**src/rtl/spi_master_multi.sv**
```systemverilog
// SPI master with configurable word width, SCLK divider, CPOL/CPHA mode
// and one-hot active-low slave selects. Full-duplex, MSB-first.
module spi_master_multi #(
  parameter  int DATA_W = 16,
  parameter  int DIV    = 16,
  parameter  int NUM_SS = 4,
  localparam int SS_W   = (NUM_SS > 1) ? $clog2(NUM_SS) : 1
) (
  input  logic              clk,
  input  logic              rst,
  input  logic              wrt,
  input  logic [DATA_W-1:0] cmd,
  input  logic [SS_W-1:0]   ss_sel,
  input  logic              cpol,
  input  logic              cpha,
  input  logic              MISO,
  output logic              SCLK,
  output logic              MOSI,
  output logic [NUM_SS-1:0] SS_n,
  output logic [DATA_W-1:0] data,
  output logic              done,
  output logic              busy
);

  localparam int CW = (DIV > 1) ? $clog2(DIV) : 1;
  localparam int KW = $clog2(2 * DATA_W);
  localparam logic [CW-1:0] CNT_LAST = CW'(DIV - 1);
  localparam logic [KW-1:0] K_LAST   = KW'(2 * DATA_W - 1);

  typedef enum logic [2:0] {IDLE, SETUP, XFER, HOLD, DONE} state_t;

  state_t            state;
  logic [CW-1:0]     cnt;
  logic [KW-1:0]     k;
  logic [DATA_W-1:0] tx;
  logic [DATA_W-1:0] rx;
  logic              cpol_l;
  logic              cpha_l;
  logic              miso_s1;
  logic              miso_s2;

  logic              half_end;
  logic              start_half;
  logic [KW-1:0]     k_new;
  logic              leading;
  logic              do_sample;
  logic              do_shift;

  // Decode a slave index into active-low selects; out-of-range selects nobody.
  function automatic logic [NUM_SS-1:0] decode_ss(input logic [SS_W-1:0] sel);
    logic [NUM_SS-1:0] d;
    for (int i = 0; i < NUM_SS; i++) begin
      d[i] = (sel != SS_W'(i));
    end
    return d;
  endfunction

  // Two-flop synchroniser for the asynchronous MISO pad.
  always_ff @(posedge clk or posedge rst) begin
    if (rst) begin
      miso_s1 <= 1'b0;
      miso_s2 <= 1'b0;
    end else begin
      miso_s1 <= MISO;
      miso_s2 <= miso_s1;
    end
  end

  // Half-period bookkeeping: which half starts next and what happens on its edge.
  always_comb begin
    half_end   = (cnt == CNT_LAST);
    start_half = half_end && ((state == SETUP) || ((state == XFER) && (k != K_LAST)));
    k_new      = (state == SETUP) ? '0 : k + KW'(1);
    leading    = ~k_new[0];
    do_sample  = start_half && (leading ^ cpha_l);
    do_shift   = start_half && !(leading ^ cpha_l) && (k_new != '0) && (k_new != K_LAST);
  end

  // Transfer state machine with all outputs registered alongside the state.
  always_ff @(posedge clk or posedge rst) begin
    if (rst) begin
      state  <= IDLE;
      cnt    <= '0;
      k      <= '0;
      tx     <= '0;
      rx     <= '0;
      cpol_l <= 1'b0;
      cpha_l <= 1'b0;
      SCLK   <= 1'b0;
      MOSI   <= 1'b0;
      SS_n   <= '1;
      data   <= '0;
      done   <= 1'b0;
      busy   <= 1'b0;
    end else begin
      done <= 1'b0;
      case (state)
        IDLE, DONE: begin
          SS_n <= '1;
          if (wrt) begin
            state  <= SETUP;
            cnt    <= '0;
            k      <= '0;
            tx     <= cmd;
            cpol_l <= cpol;
            cpha_l <= cpha;
            SS_n   <= decode_ss(ss_sel);
            SCLK   <= cpol;
            MOSI   <= cmd[DATA_W-1];
            busy   <= 1'b1;
          end else begin
            state <= IDLE;
            SCLK  <= cpol_l;
          end
        end
        SETUP, XFER: begin
          cnt <= half_end ? '0 : cnt + CW'(1);
          if (start_half) begin
            state <= XFER;
            k     <= k_new;
            SCLK  <= cpol_l ^ leading;
          end else if (half_end) begin
            state <= HOLD;
            SCLK  <= cpol_l;
          end
          if (do_sample) begin
            rx <= {rx[DATA_W-2:0], miso_s2};
          end
          if (do_shift) begin
            tx   <= {tx[DATA_W-2:0], 1'b0};
            MOSI <= tx[DATA_W-2];
          end
        end
        HOLD: begin
          if (half_end) begin
            state <= DONE;
            cnt   <= '0;
            SS_n  <= '1;
            done  <= 1'b1;
            data  <= rx;
            busy  <= 1'b0;
          end else begin
            cnt <= cnt + CW'(1);
          end
        end
        default: state <= IDLE;
      endcase
    end
  end

endmodule

```
**config.mk**
```make
export PLATFORM = sky130hd
export DESIGN_NAME = spi_master_multi
export DESIGN_NICKNAME = d
export VERILOG_FILES = /design/src/rtl/spi_master_multi.sv
export SDC_FILE = /design/constraint.sdc
export NUM_CORES = 1
export LEC_CHECK = 0
export CAP_MARGIN = 20
export CORE_MARGIN = 2
export CORE_UTILIZATION = 40
export DETAILED_ROUTE_END_ITERATION = 16
export GPL_TIMING_DRIVEN = 0
export SLEW_MARGIN = 20
export SYNTH_ARGS = -nofsm -noshare
export SYNTH_HDL_FRONTEND = slang
export SYNTH_SLANG_ARGS = --single-unit
```
**constraint.sdc**
```tcl
create_clock -name clk -period 3.1 [get_ports clk]
set_input_delay 0.93 -clock clk [delete_from_list [all_inputs] [get_ports clk]]
set_output_delay 0.93 -clock clk [all_outputs]
set_load 0.1 [all_outputs]
```
==> metrics.cfg <==
[clock_network]
clk_latency_ps = 340
clk_path_buf_depth = 2
clkSinkCount = 71
postCtsHoldBufs = 0
cts_tree = done
cts_root_buffer = clkbuf_8
htreeDepth = 3
clkTransAtPathRegs_ps = 80
post_cts_resized = 0
post-cts-setup-buffers = 0
cts_buffers = 9

[finish]
area_delta_synth_final_pct = 24.8
stdcell_count = 472
drive_gt1_share_pct = 16.2
n_fill_cell = 787
n_antenna_cell = 0
final_area_um2 = 4350
finalCoreUtilization_pct = 50.6
fin_nets = 386

[global_routing]
grt_pass1_vias = 2652
antenna_found_initial = 0
grt_remaining_overflow = 0
grt_first_pass_wirelength_mm = 14.0
grt_max_degree = 44
track_usage_pct = 18.2

[worst_setup_path]
worst_path_dominant_cell_family = buffers and inverters
worstPathMaxFanout = 2
crit_buf_inv = 1
start_kind = register
end_kind = output port
r2r-start = k[1]
critPathKind = register to output port
slowest_stage = clkdlybuf4s50_1
rrSetupSlack_ps = 260
cp.required_ps = 2170
path_cells = clkdlybuf4s50_1
r2r-end = tx[14]
cpPeakStageDelay_ps = 1150
reg2reg_depth = 7
worstPathArrival_ps = 2040

[hold_path]
min_path_type = register to register
hold_path_startpoint = miso_s1
worstHoldEndpoint = miso_s2
hold_depth = 0

[sta]
finalSetupTns_ps = 0
rsz0062_at_grt = no
slew_viol_final = 0
worst_pin_slew_ps = 999
skew_ps = 13.2
hold_viol_final = 0
fmax_mhz = 337
slew_headroom_pct = 33.2
min_period_ps = 2970
finalSetupViolCount = 0
fin_ws_ps = 135
finalCritPeriodShare_pct = 95.7

[placement]
gp_congestion = 0.805
place_inst = 456
place_hpwl_mm = 5.46
placed_cell_area_um2 = 4120
place_worst_setup_slack_ps = -116
io_buffers = 47

[synth]
synth_edf_count = 0
yosysSeqAreaShare_pct = 51.1
async_flop_share_pct = 100
yosysWarnings = 0
ys.flop_type = dfrtp_1
synth.avg_cell_area_um2 = 11.6
yosysMostFrequentCell = dfrtp_1
synth_top_area_share_pct = 48.1
syn_inst = 300
ys_types = 59
synthTopCellsByCount = dfrtp_1, nand2_1, a211oi_1, mux2_2, a2111oi_0
netlist_area_um2 = 3490
synth_area_leaders = dfrtp_1, mux2_2, mux2_4, a2111oi_0, a211oi_1
synth_fp_nets = 327
synth_seq_cells = 71
yosys.area.top_type = dfrtp_1

[floorplanning]
io_pins = 48
core_region_area_um2 = 8590
dieArea_um2 = 9480
die_w_um = 97.4
start_util_pct = 40.6
die_h_um = 97.4
rows = 34

[routing]
first_pass_iters = 4
drt-total-wl_mm = 8.03
drt-initial-drc-count = 117
routed-via-count = 2670
avgRoutedWirePerCell_um = 17.0
postRouteAntennaNets = 0
drc_errors = 0
avgViaCountPerCell = 5.66

[pwr]
p_per_area_nw_per_um2 = 457
ir_drop_mv = 0.289
p_leak_uw = 0.00188

[flow_run]
maxCapViolations = 0

[outcome]
outcome = finished clean

==> sequential cells by signal (all words and copies together) (netlist names), 3 cells and up <==
register / count
data: 16
rx: 16
tx: 15
k: 5
SS_n: 4
cnt: 4
state: 3
==> area by class of cell <==
cell class	instances	area (um^2)	area share, %
Sequential cell	71	1780	40.9
Timing Repair Buffer	48	490	11.3
Tap cell	108	135	3.11
Clock buffer	10	128	2.93
Clock inverter	6	109	2.50
Buffer	20	93.8	2.16
Inverter	9	36.3	0.834
Multi-Input combinational cell	200	1580	36.3
==> through the flow <==
step                      hold WS (ps)  power [uW]
after floorplan                    331        1060
after global placement             334        1110
after CTS                          358        2010
after detailed placement           339        1120
after global routing               373        2070
final                              352        1990
==> worst reg2reg max path: stages, from the launching register on <==
cell and delay, ps:
dfrtp_1 430, ha_1 260, and3_1 200, ha_1 310, nor2_1 180, o2111ai_1 410, a21oi_1 730, a211oi_1 180
==> worst max path at each step <==
stage	cells after the start	endpoint	startpoint
floorplan	1	MOSI	rst
global placement	2	data[10]	rst
detailed placement	5	k[2]	wrt
CTS	1	SS_n[2]	SS_n[2]
global route	7	tx[14]	k[1]
finish	1	SS_n[2]	SS_n[2]
==> power by group <==
part | total (uW) | leakage [uW] | internal (uW) | switching [uW]
Clock | 888 | 0.000120 | 534 | 354
Sequential | 974 | 0.000898 | 954 | 20.0
Combinational | 128 | 0.000857 | 58.7 | 69.2
==> cells by family after synthesis <==
family / share of synthesized area (%)
AOI/OAI and AO/OA: 18.3
buffers and inverters: 3.66
adders and majority gates: 1.08
DFF: 51.1
muxes: 12.0
and+or+nand+nor: 12.9
xor gates and xnor gates: 1.00
==> layout by cell type, fill, tap and decap left out, types with 9 or more instances in the layout <==
cell,synthesis,layout
clkbuf_8,0,9
dfrtp_1,67,67
nor3_1,13,13
clkdlybuf4s50_1,0,47
a2111oi_0,15,15
clkbuf_1,14,15
a211oi_1,16,16
nand2_1,21,21
mux2_4,10,10
nand2b_1,12,12
mux2_2,16,16
==> routing by layer <==
layer	GRT usage [%]	wire [um]
met4	3.85	78
met5	0	0
met2	27.8	3700
met3	5.83	448
met1	25.5	3800
No activity file was read; power rests on OpenSTA's default activity.
